$ cat src/rtl/wshb_arb_pkg.sv
// Shared types and constants for the two-master pipelined Wishbone arbiter.
package wshb_arb_pkg;

  typedef enum logic [1:0] {
    IDLE = 2'd0,
    GNT0 = 2'd1,
    GNT1 = 2'd2
  } arb_state_t;

  localparam int CNT_W = 16;
  localparam int ADR_W = 32;

  // Increment that sticks at all-ones instead of wrapping.
  function automatic logic [CNT_W-1:0] sat_inc(input logic [CNT_W-1:0] v);
    return (v == '1) ? v : v + 1'b1;
  endfunction

endpackage

$ cat src/rtl/wshb_if.sv
// Pipelined Wishbone bus bundle (cyc/stb/stall handshake) with master and slave views.
interface wshb_if #(
  parameter int DATA_BYTES = 2
);
  // A transfer is consumed on a clock edge where cyc & stb & !stall; each
  // consumed transfer is answered later by exactly one ack (or err/rty) while cyc stays high.
  logic                            cyc;
  logic                            stb;
  logic                            we;
  logic [wshb_arb_pkg::ADR_W-1:0]  adr;
  logic [DATA_BYTES-1:0]           sel;
  logic [8*DATA_BYTES-1:0]         dat_ms;
  logic [8*DATA_BYTES-1:0]         dat_sm;
  logic [2:0]                      cti;
  logic [1:0]                      bte;
  logic                            ack;
  logic                            err;
  logic                            rty;
  logic                            stall;

  modport master (
    output cyc, stb, we, adr, sel, dat_ms, cti, bte,
    input  dat_sm, ack, err, rty, stall
  );

  modport slave (
    input  cyc, stb, we, adr, sel, dat_ms, cti, bte,
    output dat_sm, ack, err, rty, stall
  );
endinterface

$ cat src/rtl/wshb_arbiter.sv
// Two-master round-robin Wishbone arbiter granting whole bus cycles to one master at a time.
// Optional per-master ack counters are built when WSHB_ARB_STATS_EN is defined.
module wshb_arbiter
  import wshb_arb_pkg::*;
#(
  parameter int DATA_BYTES = 2,
  parameter int FIRST_GNT  = 0
) (
  input  logic       CLK,
  input  logic       NRST,
  wshb_if.slave      wshb_ifs0,
  wshb_if.slave      wshb_ifs1,
  wshb_if.master     wshb_ifm,
  output logic [1:0] gnt,
  output arb_state_t state
`ifdef WSHB_ARB_STATS_EN
  ,
  output logic [CNT_W-1:0] ack_cnt0,
  output logic [CNT_W-1:0] ack_cnt1,
  input  logic             clear
`endif
);

  // last names the master served most recently; the other one wins a tie.
  localparam logic FIRST_LAST = (FIRST_GNT == 0);

  arb_state_t state_q, state_d;
  logic       last_q, last_d;
  logic [8*DATA_BYTES-1:0] rd_data;

  always_ff @(posedge CLK or negedge NRST) begin
    if (!NRST) begin
      state_q <= IDLE;
      last_q  <= FIRST_LAST;
    end else begin
      state_q <= state_d;
      last_q  <= last_d;
    end
  end

  always_comb begin
    state_d = state_q;
    last_d  = last_q;
    unique case (state_q)
      IDLE: begin
        if (wshb_ifs0.cyc && wshb_ifs1.cyc) state_d = last_q ? GNT0 : GNT1;
        else if (wshb_ifs0.cyc)             state_d = GNT0;
        else if (wshb_ifs1.cyc)             state_d = GNT1;
      end
      GNT0: begin
        if (!wshb_ifs0.cyc) begin
          last_d  = 1'b0;
          state_d = wshb_ifs1.cyc ? GNT1 : IDLE;
        end
      end
      GNT1: begin
        if (!wshb_ifs1.cyc) begin
          last_d  = 1'b1;
          state_d = wshb_ifs0.cyc ? GNT0 : IDLE;
        end
      end
      default: state_d = IDLE;
    endcase
  end

  // The losing master sees stall=1, so its strobe is never consumed.
  always_comb begin
    wshb_ifm.cyc    = 1'b0;
    wshb_ifm.stb    = 1'b0;
    wshb_ifm.we     = 1'b0;
    wshb_ifm.adr    = '0;
    wshb_ifm.sel    = '0;
    wshb_ifm.dat_ms = '0;
    wshb_ifm.cti    = '0;
    wshb_ifm.bte    = '0;
    wshb_ifs0.ack   = 1'b0;
    wshb_ifs0.err   = 1'b0;
    wshb_ifs0.rty   = 1'b0;
    wshb_ifs0.stall = 1'b1;
    wshb_ifs1.ack   = 1'b0;
    wshb_ifs1.err   = 1'b0;
    wshb_ifs1.rty   = 1'b0;
    wshb_ifs1.stall = 1'b1;
    unique case (state_q)
      GNT0: begin
        wshb_ifm.cyc    = wshb_ifs0.cyc;
        wshb_ifm.stb    = wshb_ifs0.stb;
        wshb_ifm.we     = wshb_ifs0.we;
        wshb_ifm.adr    = wshb_ifs0.adr;
        wshb_ifm.sel    = wshb_ifs0.sel;
        wshb_ifm.dat_ms = wshb_ifs0.dat_ms;
        wshb_ifm.cti    = wshb_ifs0.cti;
        wshb_ifm.bte    = wshb_ifs0.bte;
        wshb_ifs0.ack   = wshb_ifm.ack;
        wshb_ifs0.err   = wshb_ifm.err;
        wshb_ifs0.rty   = wshb_ifm.rty;
        wshb_ifs0.stall = wshb_ifm.stall;
      end
      GNT1: begin
        wshb_ifm.cyc    = wshb_ifs1.cyc;
        wshb_ifm.stb    = wshb_ifs1.stb;
        wshb_ifm.we     = wshb_ifs1.we;
        wshb_ifm.adr    = wshb_ifs1.adr;
        wshb_ifm.sel    = wshb_ifs1.sel;
        wshb_ifm.dat_ms = wshb_ifs1.dat_ms;
        wshb_ifm.cti    = wshb_ifs1.cti;
        wshb_ifm.bte    = wshb_ifs1.bte;
        wshb_ifs1.ack   = wshb_ifm.ack;
        wshb_ifs1.err   = wshb_ifm.err;
        wshb_ifs1.rty   = wshb_ifm.rty;
        wshb_ifs1.stall = wshb_ifm.stall;
      end
      default: ;
    endcase
  end

  // Read data is broadcast; only the granted master gets the ack that qualifies it.
  assign rd_data          = wshb_ifm.dat_sm;
  assign wshb_ifs0.dat_sm = rd_data;
  assign wshb_ifs1.dat_sm = rd_data;

  assign gnt   = {state_q == GNT1, state_q == GNT0};
  assign state = state_q;

`ifdef WSHB_ARB_STATS_EN
  always_ff @(posedge CLK or negedge NRST) begin
    if (!NRST) begin
      ack_cnt0 <= '0;
      ack_cnt1 <= '0;
    end else if (clear) begin
      ack_cnt0 <= '0;
      ack_cnt1 <= '0;
    end else begin
      if (wshb_ifs0.ack) ack_cnt0 <= sat_inc(ack_cnt0);
      if (wshb_ifs1.ack) ack_cnt1 <= sat_inc(ack_cnt1);
    end
  end
`endif

endmodule

$ cat src/flat_wrapper.sv
// flat-port wrapper written by rule: the top's interface ports become plain ports
module wshb_arbiter_flat import wshb_arb_pkg::*;
#(
  parameter int DATA_BYTES = 2,
  parameter int FIRST_GNT  = 0
)
  (CLK, NRST, gnt, state, wshb_ifs0_cyc, wshb_ifs0_stb, wshb_ifs0_we, wshb_ifs0_adr, wshb_ifs0_sel, wshb_ifs0_dat_ms, wshb_ifs0_cti, wshb_ifs0_bte, wshb_ifs0_dat_sm, wshb_ifs0_ack, wshb_ifs0_err, wshb_ifs0_rty, wshb_ifs0_stall, wshb_ifs1_cyc, wshb_ifs1_stb, wshb_ifs1_we, wshb_ifs1_adr, wshb_ifs1_sel, wshb_ifs1_dat_ms, wshb_ifs1_cti, wshb_ifs1_bte, wshb_ifs1_dat_sm, wshb_ifs1_ack, wshb_ifs1_err, wshb_ifs1_rty, wshb_ifs1_stall, wshb_ifm_cyc, wshb_ifm_stb, wshb_ifm_we, wshb_ifm_adr, wshb_ifm_sel, wshb_ifm_dat_ms, wshb_ifm_cti, wshb_ifm_bte, wshb_ifm_dat_sm, wshb_ifm_ack, wshb_ifm_err, wshb_ifm_rty, wshb_ifm_stall);
  wshb_if #(.DATA_BYTES(DATA_BYTES)) wshb_ifs0_i ();
  wshb_if #(.DATA_BYTES(DATA_BYTES)) wshb_ifs1_i ();
  wshb_if #(.DATA_BYTES(DATA_BYTES)) wshb_ifm_i ();
  input  logic CLK;
  input  logic NRST;
  output logic [1:0] gnt;
  output arb_state_t state;
  input wire logic [$bits(wshb_ifs0_i.cyc)-1:0] wshb_ifs0_cyc;
  input wire logic [$bits(wshb_ifs0_i.stb)-1:0] wshb_ifs0_stb;
  input wire logic [$bits(wshb_ifs0_i.we)-1:0] wshb_ifs0_we;
  input wire logic [$bits(wshb_ifs0_i.adr)-1:0] wshb_ifs0_adr;
  input wire logic [$bits(wshb_ifs0_i.sel)-1:0] wshb_ifs0_sel;
  input wire logic [$bits(wshb_ifs0_i.dat_ms)-1:0] wshb_ifs0_dat_ms;
  input wire logic [$bits(wshb_ifs0_i.cti)-1:0] wshb_ifs0_cti;
  input wire logic [$bits(wshb_ifs0_i.bte)-1:0] wshb_ifs0_bte;
  output wire logic [$bits(wshb_ifs0_i.dat_sm)-1:0] wshb_ifs0_dat_sm;
  output wire logic [$bits(wshb_ifs0_i.ack)-1:0] wshb_ifs0_ack;
  output wire logic [$bits(wshb_ifs0_i.err)-1:0] wshb_ifs0_err;
  output wire logic [$bits(wshb_ifs0_i.rty)-1:0] wshb_ifs0_rty;
  output wire logic [$bits(wshb_ifs0_i.stall)-1:0] wshb_ifs0_stall;
  input wire logic [$bits(wshb_ifs1_i.cyc)-1:0] wshb_ifs1_cyc;
  input wire logic [$bits(wshb_ifs1_i.stb)-1:0] wshb_ifs1_stb;
  input wire logic [$bits(wshb_ifs1_i.we)-1:0] wshb_ifs1_we;
  input wire logic [$bits(wshb_ifs1_i.adr)-1:0] wshb_ifs1_adr;
  input wire logic [$bits(wshb_ifs1_i.sel)-1:0] wshb_ifs1_sel;
  input wire logic [$bits(wshb_ifs1_i.dat_ms)-1:0] wshb_ifs1_dat_ms;
  input wire logic [$bits(wshb_ifs1_i.cti)-1:0] wshb_ifs1_cti;
  input wire logic [$bits(wshb_ifs1_i.bte)-1:0] wshb_ifs1_bte;
  output wire logic [$bits(wshb_ifs1_i.dat_sm)-1:0] wshb_ifs1_dat_sm;
  output wire logic [$bits(wshb_ifs1_i.ack)-1:0] wshb_ifs1_ack;
  output wire logic [$bits(wshb_ifs1_i.err)-1:0] wshb_ifs1_err;
  output wire logic [$bits(wshb_ifs1_i.rty)-1:0] wshb_ifs1_rty;
  output wire logic [$bits(wshb_ifs1_i.stall)-1:0] wshb_ifs1_stall;
  output wire logic [$bits(wshb_ifm_i.cyc)-1:0] wshb_ifm_cyc;
  output wire logic [$bits(wshb_ifm_i.stb)-1:0] wshb_ifm_stb;
  output wire logic [$bits(wshb_ifm_i.we)-1:0] wshb_ifm_we;
  output wire logic [$bits(wshb_ifm_i.adr)-1:0] wshb_ifm_adr;
  output wire logic [$bits(wshb_ifm_i.sel)-1:0] wshb_ifm_sel;
  output wire logic [$bits(wshb_ifm_i.dat_ms)-1:0] wshb_ifm_dat_ms;
  output wire logic [$bits(wshb_ifm_i.cti)-1:0] wshb_ifm_cti;
  output wire logic [$bits(wshb_ifm_i.bte)-1:0] wshb_ifm_bte;
  input wire logic [$bits(wshb_ifm_i.dat_sm)-1:0] wshb_ifm_dat_sm;
  input wire logic [$bits(wshb_ifm_i.ack)-1:0] wshb_ifm_ack;
  input wire logic [$bits(wshb_ifm_i.err)-1:0] wshb_ifm_err;
  input wire logic [$bits(wshb_ifm_i.rty)-1:0] wshb_ifm_rty;
  input wire logic [$bits(wshb_ifm_i.stall)-1:0] wshb_ifm_stall;
  assign wshb_ifs0_i.cyc = wshb_ifs0_cyc;
  assign wshb_ifs0_i.stb = wshb_ifs0_stb;
  assign wshb_ifs0_i.we = wshb_ifs0_we;
  assign wshb_ifs0_i.adr = wshb_ifs0_adr;
  assign wshb_ifs0_i.sel = wshb_ifs0_sel;
  assign wshb_ifs0_i.dat_ms = wshb_ifs0_dat_ms;
  assign wshb_ifs0_i.cti = wshb_ifs0_cti;
  assign wshb_ifs0_i.bte = wshb_ifs0_bte;
  assign wshb_ifs0_dat_sm = wshb_ifs0_i.dat_sm;
  assign wshb_ifs0_ack = wshb_ifs0_i.ack;
  assign wshb_ifs0_err = wshb_ifs0_i.err;
  assign wshb_ifs0_rty = wshb_ifs0_i.rty;
  assign wshb_ifs0_stall = wshb_ifs0_i.stall;
  assign wshb_ifs1_i.cyc = wshb_ifs1_cyc;
  assign wshb_ifs1_i.stb = wshb_ifs1_stb;
  assign wshb_ifs1_i.we = wshb_ifs1_we;
  assign wshb_ifs1_i.adr = wshb_ifs1_adr;
  assign wshb_ifs1_i.sel = wshb_ifs1_sel;
  assign wshb_ifs1_i.dat_ms = wshb_ifs1_dat_ms;
  assign wshb_ifs1_i.cti = wshb_ifs1_cti;
  assign wshb_ifs1_i.bte = wshb_ifs1_bte;
  assign wshb_ifs1_dat_sm = wshb_ifs1_i.dat_sm;
  assign wshb_ifs1_ack = wshb_ifs1_i.ack;
  assign wshb_ifs1_err = wshb_ifs1_i.err;
  assign wshb_ifs1_rty = wshb_ifs1_i.rty;
  assign wshb_ifs1_stall = wshb_ifs1_i.stall;
  assign wshb_ifm_cyc = wshb_ifm_i.cyc;
  assign wshb_ifm_stb = wshb_ifm_i.stb;
  assign wshb_ifm_we = wshb_ifm_i.we;
  assign wshb_ifm_adr = wshb_ifm_i.adr;
  assign wshb_ifm_sel = wshb_ifm_i.sel;
  assign wshb_ifm_dat_ms = wshb_ifm_i.dat_ms;
  assign wshb_ifm_cti = wshb_ifm_i.cti;
  assign wshb_ifm_bte = wshb_ifm_i.bte;
  assign wshb_ifm_i.dat_sm = wshb_ifm_dat_sm;
  assign wshb_ifm_i.ack = wshb_ifm_ack;
  assign wshb_ifm_i.err = wshb_ifm_err;
  assign wshb_ifm_i.rty = wshb_ifm_rty;
  assign wshb_ifm_i.stall = wshb_ifm_stall;
  wshb_arbiter #(.DATA_BYTES(DATA_BYTES), .FIRST_GNT(FIRST_GNT)) u_core (.CLK(CLK), .NRST(NRST), .wshb_ifs0(wshb_ifs0_i), .wshb_ifs1(wshb_ifs1_i), .wshb_ifm(wshb_ifm_i), .gnt(gnt), .state(state));
endmodule
$ cat config.mk
export PLATFORM = sky130hd
export DESIGN_NAME = wshb_arbiter_flat
export DESIGN_NICKNAME = d
export VERILOG_FILES = /design/src/rtl/wshb_arb_pkg.sv /design/src/rtl/wshb_if.sv /design/src/rtl/wshb_arbiter.sv /design/src/flat_wrapper.sv
export SDC_FILE = /design/constraint.sdc
export NUM_CORES = 1
export LEC_CHECK = 0
export CAP_MARGIN = 20
export CORE_MARGIN = 5
export CORE_UTILIZATION = 20
export DETAILED_ROUTE_END_ITERATION = 8
export PLACE_DENSITY = 0.74
export SLEW_MARGIN = 20
export SYNTH_ARGS = -nofsm -noshare
export SYNTH_HDL_FRONTEND = slang
export SYNTH_SLANG_ARGS = --single-unit
$ cat constraint.sdc
create_clock -name CLK -period 1.6 [get_ports CLK]
set_input_delay 0.32 -clock CLK [delete_from_list [all_inputs] [get_ports CLK]]
set_output_delay 0.32 -clock CLK [all_outputs]
set_load 0.005 [all_outputs]
### Word-level counts from Yosys, hierarchy flattened

Cells that the tools add are included.

| word-level totals | value |
|---|---|
| register bits | 3 |
| bits of input ports | 138 |
| output and inout bits | 102 |
| logic and storage cells | 40 |

| cells by class | value |
|---|---|
| eq/ne operators | 5 |
| multiplexer cells | 28 |
| reductions and logical operators | 5 |

Operators with widths:

| kind | number |
|---|---|
| 32-bit case mux with 2 select lines | 1 |
| 16-bit case mux with 2 select lines | 1 |
| 2-bit two-way mux | 7 |
| 1-bit two-way mux | 11 |
| 1-bit case mux with 2 select lines | 4 |
| 2-bit case mux with 2 select lines | 2 |
| 2-bit case mux with 3 select lines | 1 |
| 3-bit case mux with 2 select lines | 1 |
| 3-bit AND reduction | 2 |
| 2-bit != test (second input constant) | 2 |
| 4-bit by 3-bit != test with 1-bit output (second input constant) | 1 |
| 2-bit by 1-bit == test with 1-bit output (second input constant) | 1 |
| 2-bit == test (second input constant) | 1 |
| 2-bit zero test | 1 |
| 2-bit nonzero test | 1 |
| 1-bit logical AND | 1 |

### Longest topological paths before layout

| depth | value |
|---|---|
| depth after elaboration | 4 |
| mapped depth | 6 |
| gate-level depth less buffers | 5 |

### Worst setup path before layout

No wires, ideal clock.

| path | value |
|---|---|
| kind | flip-flop to output port |
| start point | register u_core.state_q[0] (netlist: u_core.state[0]) |
| end point | output wshb_ifm_adr[20] |
| data arrival time | 1.387 ns |
| data required time | 1.280 ns |
| slack | -0.107 ns |
| stages on the path, launching flop included | 6 |
| path buffers | 2 |
| cell sequence | dfrtp_1 -> inv_1 -> ha_1 -> clkbuf_1 -> clkbuf_1 -> nor2b_1 |

| on the way | value |
|---|---|
| word-level cells in the longest chain between the ends | 2 |
| elaborated cells on any way between the ends | 3 |
| those cells by class | eq/ne (2); mux (1) |

RTL lines:

| what | RTL line | text |
|---|---|---|
| from (decl) | wshb_arbiter.sv:27 | `arb_state_t state_q, state_d;` |
| from (signal assigned) | wshb_arbiter.sv:36 | `state_q <= state_d;` |
| 2-bit == test or 2-bit by 1-bit == test with 1-bit output (tied branches) | wshb_arbiter.sv:84 | `unique case (state_q)` |
| 32-bit case mux with 2 select lines * | wshb_arbiter.sv:84 |  |
| to (decl) | flat_wrapper.sv:44 | `output wire logic [$bits(wshb_ifm_i.adr)-1:0] wshb_ifm_adr;` |

Mark *: on every way between the ends. The rest lies on a longest branch, timed or not.

### Final worst setup path

| path | value |
|---|---|
| start point | register u_core.state_q[1] (netlist: u_core.state[1]) |
| end point | output wshb_ifm_adr[2] |

The elaborated chain is that of the path after synthesis.

==> impl_metrics.csv <==
group,metric,value,unit
critical_path,crit_type,"reg -> out",
sta,hold_viol_final,0,
drt,via_per_inst,4.74,
power_and_ir_drop,internal-power,4.93,mW
cts,clkLatencyLatePin,0.22,ns
sta,relSlewSlack,82.8,%
drt,ant_nets,0,
critical_path,critPathMaxFanout,4,
final_layout,antenna_cells,0,
sta,fin_skew,0.00448,ns
place,io_buffers,191,
sta,slew_violations,0,
die,die_area,9190,sq um
critical_path,r2r_setup_slack,-0.18,ns
drt,wl,10200,um
power_and_ir_drop,swShare,36.8,%
cts,hold_buffers,0,
final_layout,fillers,574,
cts,htree_levels,1,
power_and_ir_drop,combPwrFrac,95.0,%
sta,rsz0062_at_grt,"yes",
synth,syn_nets,348,
synth,yosys_warnings,0,
global_routing,grt_pass1_wl,13800,um
cts,clock-sinks,3,
critical_path,crit_arrival,1.69,ns
critical_path,cp-start-kind,"flip-flop",
critical_path,rr_endpoint,"u_core.state[1]",
final_layout,nNetsFinal,566,
power_and_ir_drop,p_switching,2.87,mW
sta,min_period,2.01,ns
cts,path_clk_slew,0.03,ns
synth,syn-cell-area,1470,sq um
drt,wl_per_cell,19.6,um
cts,cts_buffers,3,
power_and_ir_drop,seqPwrFrac,2.1,%
worst_hold_path,hold_class,"in -> async",
global_routing,antenna_found_initial,0,
synth,seq_area_frac_synth,5.18,%
cts,cts_buffer_depth,2,
sta,setup_viol,71,
place,place_congestion,0.734,
power_and_ir_drop,leakage,1.86,nW
drt,vias,2471,
synth,synth_cell_type_count,23,
critical_path,rr_worst_depth,8,
die,io_pins,240,
power_and_ir_drop,max-vdd-ir-drop,1.04,mV
synth,synth_seq_cells,3,
cts,clockRootBuffer,"clkbuf_8",
drt,drt-initial-drc-count,56,
critical_path,critical_path.endpoint_type,"output pin",
sta,worst_pin_slew,0.258,ns
drt,drt_first_pass_iters,4,
die,core,7210,sq um
global_routing,grt_max_degree,20,
die,rows,31,
synth,yosysTopAreaCell,"a22oi_1",
die,die-width,95.8,um
job,drv_cap,0,
final_layout,drive_gt1_share,55.2,%
global_routing,grt_use_total,19.7,%
synth,synth.area.top_cells,"a22oi_1 (29%), nor2b_1 (25%), buf_4 (17%)",
sta,max_freq,0.496,GHz
synth,synth_top_area_share,29.0,%
sta,finalCritPeriodShare,126,%
sta,setup_slack,-0.414,ns
synth,syn_avg_cell_area,7.19,sq um
final_layout,syn2layout_area_growth,210,%
run_status,violations,"setup timing",
run_status,status,"complete, but fails checks",
cts,cts_tree,"built",
die,start_util,20.4,%
sta,tns,-20.83,ns
die,die_h,95.8,um
drt,drc,0,
global_routing,grt_pass1_vias,2647,
sta,whs,0.295,ns
critical_path,critPathRequiredTime,1.28,ns
synth,netlist_instances,205,
global_routing,grt_overflow,0,
place,dp_hpwl,6310,um
power_and_ir_drop,cellPowerDensity,1710,nW/um^2
power_and_ir_drop,pwr-share-clk,2.8,%
critical_path,regToRegStartpoint,"u_core.state[0]",
## area by class of cell
class	instances	area [sq um]	share of cell area, %
multi-input cells	145	1520	33.2
flip-flops and latches	3	76.3	1.67
well taps	99	124	2.71
inverters	4	15.0	0.329
clock buffers	4	45.0	0.986
repair buffers	266	2790	61.1
## registers in the layout, summed over array words and instances (netlist names)
register and flops:
u_core.state 2, u_core.last_q 1
## how the worst max path moves through the flow
stage	start	endpoint	slack, ns	cells past startpoint
after floorplan	u_core.state[0]	wshb_ifm_adr[0]	0.01	5
after global placement	u_core.state[1]	wshb_ifm_dat_ms[6]	-0.43	6
after detailed placement	u_core.state[0]	wshb_ifm_adr[21]	-0.50	6
after CTS	u_core.state[1]	wshb_ifm_adr[31]	-0.45	7
after global routing	u_core.state[1]	wshb_ifm_adr[11]	-0.47	7
final	u_core.state[1]	wshb_ifm_adr[2]	-0.41	7
## cells in the mapped netlist
library cell and count:
dfstp_2 1, buf_6 1, dfrtp_1 2, o221a_2 1, nor2_1 2, o41ai_2 2
buf_1 1, nor3b_1 1, buf_4 33, ha_1 5, and2_1 7, o21ai_0 3
clkbuf_1 10, a211oi_1 1, nand2b_1 3, a221oi_1 1, a22o_4 1, nor2b_1 58
inv_1 4, a22oi_1 57, buf_2 8, a21oi_1 2, and3b_1 1
## through the flow
step	utilization [%]	power [mW]	instances	setup WS [ns]	area, sq um
after global routing	63.3	8.24	521	-0.473	4570
after detailed placement	46.5	4.20	461	-0.499	3350
after floorplan	-	2.16	205	0.0115	1490
final	63.3	7.81	521	-0.414	4570
after global placement	46.5	4.13	461	-0.429	3350
after CTS	60.1	7.12	514	-0.454	4340
## power groups by stage
stage               clock (mW)  sequential (mW)  combinational [mW]
global placement             0            0.152                3.98
finish                   0.221            0.166                7.42
floorplan                    0            0.158                2.00
CTS                      0.226            0.160                6.73
global route             0.232            0.174                7.84
detailed placement           0            0.156                4.05
## critical path, cell delays in order, from the launching register on
cell and delay, ns:
dfrtp_1 0.41, buf_6 0.14, ha_4 0.17, buf_8 0.14
bufbuf_16 0.27, a22oi_2 0.17, nor2b_1 0.06, buf_2 0.12
## placed cells by master, fill, tap and decap left out, types with 2 or more instances in the layout
cell type | Yosys | routed
a21oi_2 | 0 | 2
a22oi_2 | 0 | 57
and2_1 | 7 | 2
and2_4 | 0 | 5
buf_12 | 0 | 10
buf_16 | 0 | 10
buf_2 | 8 | 54
buf_4 | 33 | 14
buf_6 | 1 | 39
buf_8 | 0 | 6
bufbuf_16 | 0 | 2
clkbuf_16 | 0 | 4
clkbuf_2 | 0 | 4
clkbuf_8 | 0 | 3
clkdlybuf4s50_1 | 0 | 121
dfrtp_1 | 2 | 2
dlygate4sd2_1 | 0 | 2
ha_4 | 0 | 4
inv_1 | 4 | 2
inv_2 | 0 | 2
nand2b_1 | 3 | 2
nor2b_1 | 58 | 53
nor2b_4 | 0 | 4
o21ai_4 | 0 | 2
o41ai_4 | 0 | 2
## per-layer routing
layer  GRT usage (%)  up-vias  share of wire [%]
li1                -     1146                  -
met1            20.7     1169                 35
met5               0        -                  0
met3            5.32       10                9.2
met2            38.3      146                 54
met4            4.74        0                1.4
## kinds of logic (layout without fill, tap and decap cells)
| logic type | Yosys count | after routing | synth area share (%) |
|---|---|---|---|
| compound gates | 68 | 68 | 36.0 |
| fa+ha+maj | 5 | 5 | 4.24 |
| buf+inv | 57 | 274 | 24.1 |
| flops | 3 | 3 | 5.18 |
| simple gates | 72 | 72 | 30.5 |
## repair_timing
action / in CTS / in global routing
gates cloned: 13 / 4
gates resized for setup: 395 / 47
setup buffers: 39 / 7
hold endpoints to repair: 0 / 0
setup endpoints to repair: 70 / 71
pin swaps: 34 / 32
(Power assumes the default switching activity.)
